**src/rtl/com2_sched_if.sv**
```systemverilog
// com2_sched_if: link and requester signals of the com2 round-robin scheduler.
//   slave  modport - the scheduler (com2_sched)
//   master modport - the environment: com2 UART registers plus user requesters
//   FRAME_STB, DATA_IN0/1      com2 -> scheduler (frame done, inbound tag/payload)
//   DATA_OUT0/1                scheduler -> com2 (outbound tag/payload)
//   REQ, REQ_DATA / GNT        requester handshake (level request, one-cycle grant)
//   RX_VALID, RX_DATA          inbound demux to requesters
//   BAD_CNT, LINK_ERR          status
interface com2_sched_if;
    logic        FRAME_STB;
    logic [7:0]  DATA_IN0;
    logic [7:0]  DATA_IN1;
    logic [7:0]  DATA_OUT0;
    logic [7:0]  DATA_OUT1;
    logic [3:0]  REQ;
    logic [31:0] REQ_DATA;
    logic [3:0]  GNT;
    logic [3:0]  RX_VALID;
    logic [7:0]  RX_DATA;
    logic [7:0]  BAD_CNT;
    logic        LINK_ERR;

    modport slave (
        input  FRAME_STB, DATA_IN0, DATA_IN1, REQ, REQ_DATA,
        output DATA_OUT0, DATA_OUT1, GNT, RX_VALID, RX_DATA, BAD_CNT, LINK_ERR
    );

    modport master (
        output FRAME_STB, DATA_IN0, DATA_IN1, REQ, REQ_DATA,
        input  DATA_OUT0, DATA_OUT1, GNT, RX_VALID, RX_DATA, BAD_CNT, LINK_ERR
    );
endinterface

```
**src/rtl/com2_sched.sv**
```systemverilog
// com2_sched: shares the two-byte com2 frame link among four requesters.
// Outbound: round-robin picks one requester in IDLE, latches its tagged byte
// onto DATA_OUT0/1 and holds it until com2 reports the frame done, then
// pulses GNT. Inbound: every completed frame with a valid, well-formed tag is
// routed to RX_VALID[channel]; malformed tags are counted in BAD_CNT.
// A watchdog raises sticky LINK_ERR if a loaded frame waits TIMEOUT cycles.
// Ports:
//   CLK  - clock, rising edge
//   RST  - synchronous active-high reset
//   bus  - com2_sched_if.slave (link, requester and status signals)
module com2_sched #(
    parameter int TIMEOUT = 100000
) (
    input  logic         CLK,
    input  logic         RST,
    com2_sched_if.slave  bus
);
    localparam int              WD_W    = $clog2(TIMEOUT + 1);
    localparam logic [WD_W-1:0] WD_LAST = WD_W'(TIMEOUT - 1);
    localparam logic [WD_W-1:0] WD_MAX  = WD_W'(TIMEOUT);

    typedef enum logic {IDLE, LOADED} state_t;

    state_t          state;
    logic [1:0]      ptr;
    logic [1:0]      owner;
    logic [7:0]      data_out0;
    logic [7:0]      data_out1;
    logic [3:0]      gnt;
    logic [3:0]      rx_valid;
    logic [7:0]      rx_data;
    logic [7:0]      bad_cnt;
    logic            link_err;
    logic [WD_W-1:0] wd_cnt;

    logic            found;
    logic [1:0]      win;

    // Round-robin search starting at ptr; 2-bit index wraps 3->0 naturally.
    always_comb begin
        found = 1'b0;
        win   = ptr;
        for (int i = 0; i < 4; i++) begin
            if (!found && bus.REQ[ptr + 2'(i)]) begin
                found = 1'b1;
                win   = ptr + 2'(i);
            end
        end
    end

    always_ff @(posedge CLK) begin
        if (RST) begin
            state     <= IDLE;
            ptr       <= 2'd0;
            owner     <= 2'd0;
            data_out0 <= 8'h00;
            data_out1 <= 8'h00;
            gnt       <= 4'b0000;
            rx_valid  <= 4'b0000;
            rx_data   <= 8'h00;
            bad_cnt   <= 8'h00;
            link_err  <= 1'b0;
            wd_cnt    <= '0;
        end else begin
            gnt      <= 4'b0000;
            rx_valid <= 4'b0000;

            // Inbound demux runs in either state; tag bit 7 clear is an idle frame.
            if (bus.FRAME_STB && bus.DATA_IN0[7]) begin
                if (bus.DATA_IN0[6:2] == 5'd0) begin
                    rx_valid <= 4'b0001 << bus.DATA_IN0[1:0];
                    rx_data  <= bus.DATA_IN1;
                end else if (bad_cnt != 8'hFF) begin
                    bad_cnt <= bad_cnt + 8'd1;
                end
            end

            case (state)
                IDLE: begin
                    // A strobe here only completes the idle frame; loading still proceeds.
                    if (found) begin
                        data_out0 <= {1'b1, 5'b00000, win};
                        data_out1 <= bus.REQ_DATA[{win, 3'b000} +: 8];
                        owner     <= win;
                        wd_cnt    <= '0;
                        state     <= LOADED;
                    end
                end
                LOADED: begin
                    if (bus.FRAME_STB) begin
                        gnt       <= 4'b0001 << owner;
                        ptr       <= owner + 2'd1;
                        data_out0 <= 8'h00;
                        data_out1 <= 8'h00;
                        wd_cnt    <= '0;
                        state     <= IDLE;
                    end else begin
                        // Keep waiting after the error; counter parks at TIMEOUT.
                        if (wd_cnt != WD_MAX) wd_cnt <= wd_cnt + 1'b1;
                        if (wd_cnt == WD_LAST) link_err <= 1'b1;
                    end
                end
                default: state <= IDLE;
            endcase
        end
    end

    assign bus.DATA_OUT0 = data_out0;
    assign bus.DATA_OUT1 = data_out1;
    assign bus.GNT       = gnt;
    assign bus.RX_VALID  = rx_valid;
    assign bus.RX_DATA   = rx_data;
    assign bus.BAD_CNT   = bad_cnt;
    assign bus.LINK_ERR  = link_err;
endmodule

```
**src/flat_wrapper.sv**
```systemverilog
// flat-port wrapper written by rule: the top's interface ports become plain ports
module com2_sched_flat 
#(
    parameter int TIMEOUT = 100000
)
  (CLK, RST, bus_FRAME_STB, bus_DATA_IN0, bus_DATA_IN1, bus_REQ, bus_REQ_DATA, bus_DATA_OUT0, bus_DATA_OUT1, bus_GNT, bus_RX_VALID, bus_RX_DATA, bus_BAD_CNT, bus_LINK_ERR);
  com2_sched_if bus_i ();
  input  logic CLK;
  input  logic RST;
  input wire logic [$bits(bus_i.FRAME_STB)-1:0] bus_FRAME_STB;
  input wire logic [$bits(bus_i.DATA_IN0)-1:0] bus_DATA_IN0;
  input wire logic [$bits(bus_i.DATA_IN1)-1:0] bus_DATA_IN1;
  input wire logic [$bits(bus_i.REQ)-1:0] bus_REQ;
  input wire logic [$bits(bus_i.REQ_DATA)-1:0] bus_REQ_DATA;
  output wire logic [$bits(bus_i.DATA_OUT0)-1:0] bus_DATA_OUT0;
  output wire logic [$bits(bus_i.DATA_OUT1)-1:0] bus_DATA_OUT1;
  output wire logic [$bits(bus_i.GNT)-1:0] bus_GNT;
  output wire logic [$bits(bus_i.RX_VALID)-1:0] bus_RX_VALID;
  output wire logic [$bits(bus_i.RX_DATA)-1:0] bus_RX_DATA;
  output wire logic [$bits(bus_i.BAD_CNT)-1:0] bus_BAD_CNT;
  output wire logic [$bits(bus_i.LINK_ERR)-1:0] bus_LINK_ERR;
  assign bus_i.FRAME_STB = bus_FRAME_STB;
  assign bus_i.DATA_IN0 = bus_DATA_IN0;
  assign bus_i.DATA_IN1 = bus_DATA_IN1;
  assign bus_i.REQ = bus_REQ;
  assign bus_i.REQ_DATA = bus_REQ_DATA;
  assign bus_DATA_OUT0 = bus_i.DATA_OUT0;
  assign bus_DATA_OUT1 = bus_i.DATA_OUT1;
  assign bus_GNT = bus_i.GNT;
  assign bus_RX_VALID = bus_i.RX_VALID;
  assign bus_RX_DATA = bus_i.RX_DATA;
  assign bus_BAD_CNT = bus_i.BAD_CNT;
  assign bus_LINK_ERR = bus_i.LINK_ERR;
  com2_sched #(.TIMEOUT(TIMEOUT)) u_core (.CLK(CLK), .RST(RST), .bus(bus_i));
endmodule
```
**config.mk**
```make
export PLATFORM = sky130hd
export DESIGN_NAME = com2_sched_flat
export DESIGN_NICKNAME = d
export VERILOG_FILES = /design/src/rtl/com2_sched_if.sv /design/src/rtl/com2_sched.sv /design/src/flat_wrapper.sv
export SDC_FILE = /design/constraint.sdc
export NUM_CORES = 1
export LEC_CHECK = 0
export CAP_MARGIN = 10
export CORE_UTILIZATION = 40
export DETAILED_ROUTE_END_ITERATION = 8
export DONT_BUFFER_PORTS = 1
export PLACE_DENSITY_LB_ADDON = 0.3
export SLEW_MARGIN = 40
export SYNTH_ARGS = -nofsm -noshare
export SYNTH_HDL_FRONTEND = slang
export SYNTH_SLANG_ARGS = --single-unit
```
**constraint.sdc**
```tcl
create_clock -name CLK -period 5.7 [get_ports CLK]
set_input_delay 0.285 -clock CLK [delete_from_list [all_inputs] [get_ports CLK]]
set_output_delay 0.285 -clock CLK [all_outputs]
set_load 0.02 [all_outputs]
```
==> impl_metrics.tcl, run 1 <==
set metrics [dict create \
    num_rows 29 \
    overflow 0 \
    cts_root_buffer "clkbuf_8" \
    fmax_mhz 476 \
    p_leak_uw 0.00106 \
    synth_cell_type_count 48 \
    clk_latency_ns 0.33 \
    drive_gt1_share_pct 6.46 \
    worstPathMaxFanout 13 \
    place_inst 382 \
    yosysSeqAreaShare_pct 42.0 \
    vias_per_cell 5.74 \
    hold_path_class "input port to register" \
    status "finished, final reports clean" \
    crit_path_start_kind "register" \
    grt_start_max_net_pins 32 \
    die_h_um 85.1 \
    synth-simple-area-share_pct 26.0 \
    drt_wl_total_mm 6.28 \
    yosys_warnings 0 \
    synth_top_family_by_area "simple AND/OR/NAND/NOR gates" \
    finalCritPeriodShare_pct 36.9 \
    cts_num_sinks 58 \
    irDropWorstVdd_mv 0.166 \
    placed_cell_area_um2 2780 \
    htree_levels 3 \
    io_buffers 0 \
    worstPathRequired_ns 5.93 \
    nNetsFinal 378 \
    setup_viol 0 \
    async_reset_ff_share_pct 0 \
    gp_congestion 0.758 \
    worstPathArrival_ns 2.33 \
    detail-route-antenna-nets 0 \
    cts_resized 0 \
    syn-cell-area_um2 2760 \
    rsz0062_at_grt "no" \
    vias 2307 \
    die-area_um2 7240 \
    drt_iter0_markers 109 \
    worstSetupPathType "register to register" \
    dp_hpwl_mm 4.47 \
    drv_slew 0 \
    netlist_instances 318 \
    drc 0 \
    grt_antenna_before_repair 0 \
    fin_tns_setup_ns 0 \
    coreArea_um2 6490 \
    cts_inserted_buffers 9 \
    io-pin-count 96 \
    area_growth_syn_to_layout_pct 9.97 \
    diodes 0 \
    tightest_slew_ns 0.757 \
    ys_ff_latch 58 \
    synth_compound_area_share_pct 15.2 \
    synth-xor-area-share_pct 7.61 \
    routedWlPerCell_um 15.6 \
    finalHoldViolations 0 \
    p_per_area_nw_per_um2 302 \
    synthMuxAreaShare_pct 3.26 \
    grt_pass1_vias 2173 \
    clock_path_buffers 2 \
    stdcell_count 402 \
    max_cap_violations 0 \
    synth_fa_ha_area_share_pct 1.36 \
    gr-usage-all-layers_pct 17.6 \
    drtPass1Iterations 5 \
    cts_tree "yes" \
    end_kind "register" \
    grt_pass1_wl_mm 10.1 \
    synth_edf_count 0 \
    ys.flop_type "dfxtp_1" \
    fin_area_um2 3040 \
    initial_core_util_pct 42.5 \
    syn_area_per_cell_um2 8.68 \
    worst_clock_skew_ns 0.00747 \
    die_x_um 85.1 \
    path_clk_slew_ns 0.07 \
    maxSlewHeadroom_pct 49.3 \
    fin_crit_ns 2.10 \
]
-- layer usage --
| metal | global-route usage (%) | vias up | share of wire [%] | routed length (um) |
|---|---|---|---|---|
| li1 | - | 1151 | - | - |
| met1 | 21.3 | 1059 | 44 | 2770 |
| met3 | 6.71 | 11 | 8.0 | 501 |
| met4 | 6.93 | 0 | 1.7 | 109 |
| met2 | 28.2 | 86 | 46 | 2890 |
| met5 | 0 | - | 0 | 0 |
-- worst max-delay path: stages, from the launching register on --
cell and delay (ns):
dfxtp_1 0.36, or3b_1 0.38, and2_4 0.22, nor3_2 0.55, o221ai_1 0.19, a32o_1 0.31
-- metrics by stage --
stage               total power (uW)  util [%]  hold slack (ns)  worst slack, ns
floorplan                        518         -            0.357             3.83
global placement                 528      42.8            0.359             3.63
detailed placement               529      42.8            0.359             3.61
CTS                              926      46.3         0.000753             3.60
global route                     964      46.8         -0.00183             3.49
finish                           917      46.8           0.0213             3.60
-- cells by family after synthesis --
logic type / after synthesis
AND/OR/NAND/NOR: 140
AO/OA/AOI/OAI: 58
flip-flops: 58
buffers and inverters: 25
XOR/XNOR: 24
multiplexers: 9
adder cells (fa/ha/maj): 3
other: 1
-- final cells by class --
type	count	area, um^2
inverter	8	30.0
clock buffer	12	165
fill	660	3460
tap	77	96.3
timing repair buffer	4	40.0
sequential	58	1160
clock inverter	4	48.8
multi-input combinational	239	1500
-- cell usage in the layout, fill, tap and decap left out, drive strengths merged, types with 5 or more instances in the layout --
cell and n:
nand3 10, nor2 48, xnor2 12, nor4 16, mux2i 9, nand4 6
clkbuf 12, o21ai 11, nand2 28, a21oi 8, a32o 8, inv 8
xor2 12, dfxtp 58, a31oi 8, conb 5
-- worst paths after layout --
check                          from                      end  slack [ns]  depth (start not counted)
hold reg to reg   u_core.wd_cnt[16]        u_core.wd_cnt[16]        0.50                          2
hold / removal                  RST    u_core.bus.BAD_CNT[5]        0.02                          1
setup reg to reg      u_core.ptr[0]  u_core.bus.DATA_OUT1[1]        3.60                          5
setup / recovery      u_core.ptr[0]  u_core.bus.DATA_OUT1[1]        3.60                          5
-- sequential cells by signal, indices dropped and copies added, names as in the netlist --
| name | flops |
|---|---|
| u_core.bus.GNT | 4 |
| u_core.ptr | 2 |
| u_core.bus.DATA_OUT1 | 8 |
| u_core.bus.DATA_OUT0 | 3 |
| u_core.wd_cnt | 17 |
| u_core.bus.LINK_ERR | 1 |
| u_core.state | 1 |
| u_core.owner | 2 |
| u_core.bus.BAD_CNT | 8 |
| u_core.bus.RX_DATA | 8 |
| u_core.bus.RX_VALID | 4 |
-- cell usage after synthesis (2+ instances only) --
master	n	area, um^2
a211o_1	4	35.0
a211oi_1	3	22.5
a21oi_1	8	40.0
a31oi_1	8	50.1
a32o_1	8	80.1
and2_1	3	18.8
and2b_1	2	15.0
and3_1	3	18.8
and3b_1	2	17.5
and4_1	2	17.5
buf_4	5	37.5
clkbuf_1	10	37.5
dfxtp_1	58	1160
ha_1	3	37.5
inv_1	8	30.0
mux2i_1	9	90.1
nand2_1	28	105
nand2b_1	2	12.5
nand3_1	10	50.1
nand4_1	6	37.5
nor2_1	48	180
nor2b_1	2	12.5
nor3_1	2	10.0
nor3b_1	3	22.5
nor4_1	16	100
nor4b_1	2	17.5
o21a_1	2	15.0
o21ai_0	10	50.1
o21bai_1	2	15.0
o221ai_1	4	35.0
o31a_1	4	35.0
or4_1	3	22.5
xnor2_1	12	105
xor2_1	12	105
-- report_power, final --
part           switching (uW)  leakage (uW)  internal, uW
clock                     156      0.000112           237
sequential               25.0      0.000471           418
combinational            48.6      0.000473          31.8
-- what timing repair did --
item | in CTS | in global routing
buffers inserted | 0 | 0
hold buffers | 1 | 3
hold endpoints to repair | 1 | 13
No activity file was read; power rests on OpenSTA's default activity.
==> run 2: changes to the inputs <==
--- a/config.mk
+++ b/config.mk
@@ -5,6 +5,7 @@
 export SDC_FILE = /design/constraint.sdc
 export NUM_CORES = 1
 export LEC_CHECK = 0
+export ABC_AREA = 1
 export CAP_MARGIN = 10
 export CORE_UTILIZATION = 40
 export DETAILED_ROUTE_END_ITERATION = 8
==> constraint.sdc (replaced) <==
create_clock -name CLK -period 1.8 [get_ports CLK]
set_input_delay 0.09 -clock CLK [delete_from_list [all_inputs] [get_ports CLK]]
set_output_delay 0.09 -clock CLK [all_outputs]
set_load 0.02 [all_outputs]
==> run 2 against run 1 <==
Compared with the run above: the flow now finishes with violations (hold timing, setup timing); sequential power rose to 3.4 times the previous value; total power grew to 4.3 times the previous value; hold slack worse by 0.21 ns; combinational power rose to 16 times the previous value; register-to-register slack worse by 3.7 ns; utilization grew 7.7 points; critical endpoint is now u_core.bus.DATA_OUT1[7]; largest power group unchanged; highest routed layer unchanged.
==> impl_metrics.tcl, run 2 <==
set metrics [dict create \
    synth_fa_ha_area_share_pct 1.11 \
    p_per_area_nw_per_um2 880 \
    worstPathArrival_ns 2.09 \
    hold_path_class "input port to register" \
    fin_tns_setup_ns -0.304 \
    path_common_cell "nand2_1" \
    grt_antenna_before_repair 0 \
    syn_area_per_cell_um2 6.59 \
    hold_buffers 11 \
    drtPass1Iterations 5 \
    gr-max-usage-layer "met2" \
    yosys_warnings 0 \
    synth-simple-area-share_pct 42.0 \
    yosysSeqAreaShare_pct 34.2 \
    synth_top_family_by_area "simple AND/OR/NAND/NOR gates" \
    htree_levels 3 \
    setup_viol 8 \
    gp_congestion 0.868 \
    top_register "u_core.wd_cnt" \
    irDropWorstVdd_mv 0.568 \
    tightest_slew_ns 0.626 \
    critPathBufInv 2 \
    synth_area_leaders "dfxtp_1 (34%), nand2_1 (17%), nand3_1 (9.4%), inv_1 (5.0%), nor2_1 (5.0%)" \
    synthMuxAreaShare_pct 0 \
    worst_slack_ns -0.0572 \
    ys_ff_latch 58 \
    die-area_um2 8860 \
    place_inst 649 \
    p_leak_uw 0.00197 \
    io-pin-count 96 \
    fin_crit_ns 1.86 \
    max_stage_delay_ns 0.37 \
    worstPathMaxFanout 6 \
    max_cap_violations 0 \
    nNetsFinal 637 \
    die_h_um 94.1 \
    detail-route-antenna-nets 0 \
    syn-cell-area_um2 3400 \
    finalHoldViolations 32 \
    gr-usage-all-layers_pct 22.5 \
    diodes 0 \
    synth_top_area_share_pct 34.2 \
    path_delay_family "simple AND/OR/NAND/NOR gates" \
    dp_hpwl_mm 6.61 \
    grt_start_max_net_pins 31 \
    holdWs_ns -0.189 \
    cts_inserted_buffers 9 \
    num_rows 33 \
    drv_slew 0 \
    cts_tree "yes" \
    initial_core_util_pct 41.3 \
    fmax_mhz 538 \
    final_cell_mix "nand2_1 (127), dfxtp_1 (56), nand3_1 (51)" \
    maxSlewHeadroom_pct 58.2 \
    cp_cell_sequence "buf_6 > nand2_2 > nand2_1 > nand2_1 > nand2_2 > nor2_4 > nand4_4 > buf_2 > nand3_2 > nand2_1 > nand2_1 > nand2_1 > nand2_2 > a21oi_2" \
    violations "hold timing, setup timing" \
    synth_edf_count 0 \
    drc 0 \
    vias_per_cell 5.30 \
    cts_root_buffer "clkbuf_8" \
    met3_usage_pct 5.83 \
    die_x_um 94.1 \
    overflow 0 \
    cts_num_sinks 58 \
    worst_clock_skew_ns 0.00848 \
    slowest_stage "dfxtp_4" \
    ys.flop_type "dfxtp_1" \
    finalCritPeriodShare_pct 103 \
    yosysMostFrequentCell "nand2_1" \
    area_growth_syn_to_layout_pct 31.8 \
    vias 3644 \
    drive_gt1_share_pct 26.6 \
    end_kind "register" \
    grtUsageMet2_pct 38.3 \
    status "finished with violations" \
    netlist_instances 515 \
    clock_path_buffers 2 \
    stdcell_count 687 \
    worstPathRequired_ns 2.03 \
    synthTopCellsByCount "nand2_1 (151), nand3_1 (64), dfxtp_1 (58)" \
    io_buffers 0 \
    r2r_slack_ns -0.06 \
    routedWlPerCell_um 14.4 \
    coreArea_um2 8220 \
    grt_pass1_wl_mm 15.9 \
    path_clk_slew_ns 0.07 \
    drt_iter0_markers 273 \
    rsz0062_at_grt "yes" \
    async_reset_ff_share_pct 0 \
    use_met1_pct 27.2 \
    grt_pass1_vias 3495 \
    final_common_cell "nand2_1" \
    crit_path_start_kind "register" \
    synth_compound_area_share_pct 10.2 \
    largest_register_ffs 17 \
    synth-xor-area-share_pct 2.32 \
    synth_cell_type_count 41 \
    worstSetupPathType "register to register" \
    clk_latency_ns 0.34 \
    yosys.area.top_type "dfxtp_1" \
    drt_wl_total_mm 9.88 \
]
## run 2: cell count changes after synthesis, moves of 8 or more
cell / delta
inv_1: +37
xnor2_1: -11
nor3_1: +18
nor4_1: -13
nand3_1: +54
nand2_2: +9
a32o_1: -8
a31oi_1: -8
nand2_1: +123
mux2i_1: -9
a21oi_1: +24
## run 2: timing repair
| item | CTS | global route |
|---|---|---|
| endpoints found under the hold margin | 44 | 32 |
| cloned | 4 | 1 |
| endpoints found under the setup margin | 13 | 29 |
| resized for setup | 34 | 53 |
| buffers inserted | 2 | 6 |
| pin swaps | 15 | 32 |
## run 2: kinds of logic after synthesis
| group | Yosys count |
|---|---|
| AOI/OAI and AO/OA | 57 |
| xor gates and xnor gates | 9 |
| adders and majority gates | 3 |
| buffers and inverters | 72 |
| DFF | 58 |
| other | 1 |
| and+or+nand+nor | 315 |
## run 2: area by class of cell
cell class / instances / area, um^2
well taps: 105 / 131
repair buffers: 71 / 612
fillers: 754 / 3740
flip-flops and latches: 58 / 1170
multi-input cells: 391 / 2200
inverters: 48 / 190
clock inverters: 4 / 45.0
clock buffers: 10 / 128
## run 2: final timing paths
path	from	endpoint	cells past startpoint
min	RST	u_core.wd_cnt[13]	1
max reg2reg	u_core.ptr[0]	u_core.bus.DATA_OUT1[7]	14
max	u_core.ptr[0]	u_core.bus.DATA_OUT1[7]	14
min reg2reg	u_core.owner[0]	u_core.bus.GNT[0]	1
## run 2: metrics by stage
step           setup slack [ns]  power, uW  util (%)  instance area (um^2)
3_5_place_dp            -0.0893       2470      45.7                  3750
3_3_place_gp            -0.0677       2450      45.7                  3750
4_1_cts                 -0.0256       3750      51.3                  4220
5_1_grt                  -0.175       4120      54.5                  4470
6_report                -0.0572       3940      54.5                  4470
2_1_floorplan            0.0890       2230         -                  3410
## run 2: power by group
part / total [uW] / switching (uW) / internal (uW)
Sequential: 1510 / 144 / 1360
Combinational: 1300 / 763 / 533
Clock: 1130 / 515 / 616
## run 2: metal layers
| layer | vias up | share of wire, % |
|---|---|---|
| met5 | - | 0 |
| met4 | 0 | 2.5 |
| met3 | 28 | 7.2 |
| met2 | 130 | 48 |
| met1 | 1690 | 42 |
| li1 | 1796 | - |
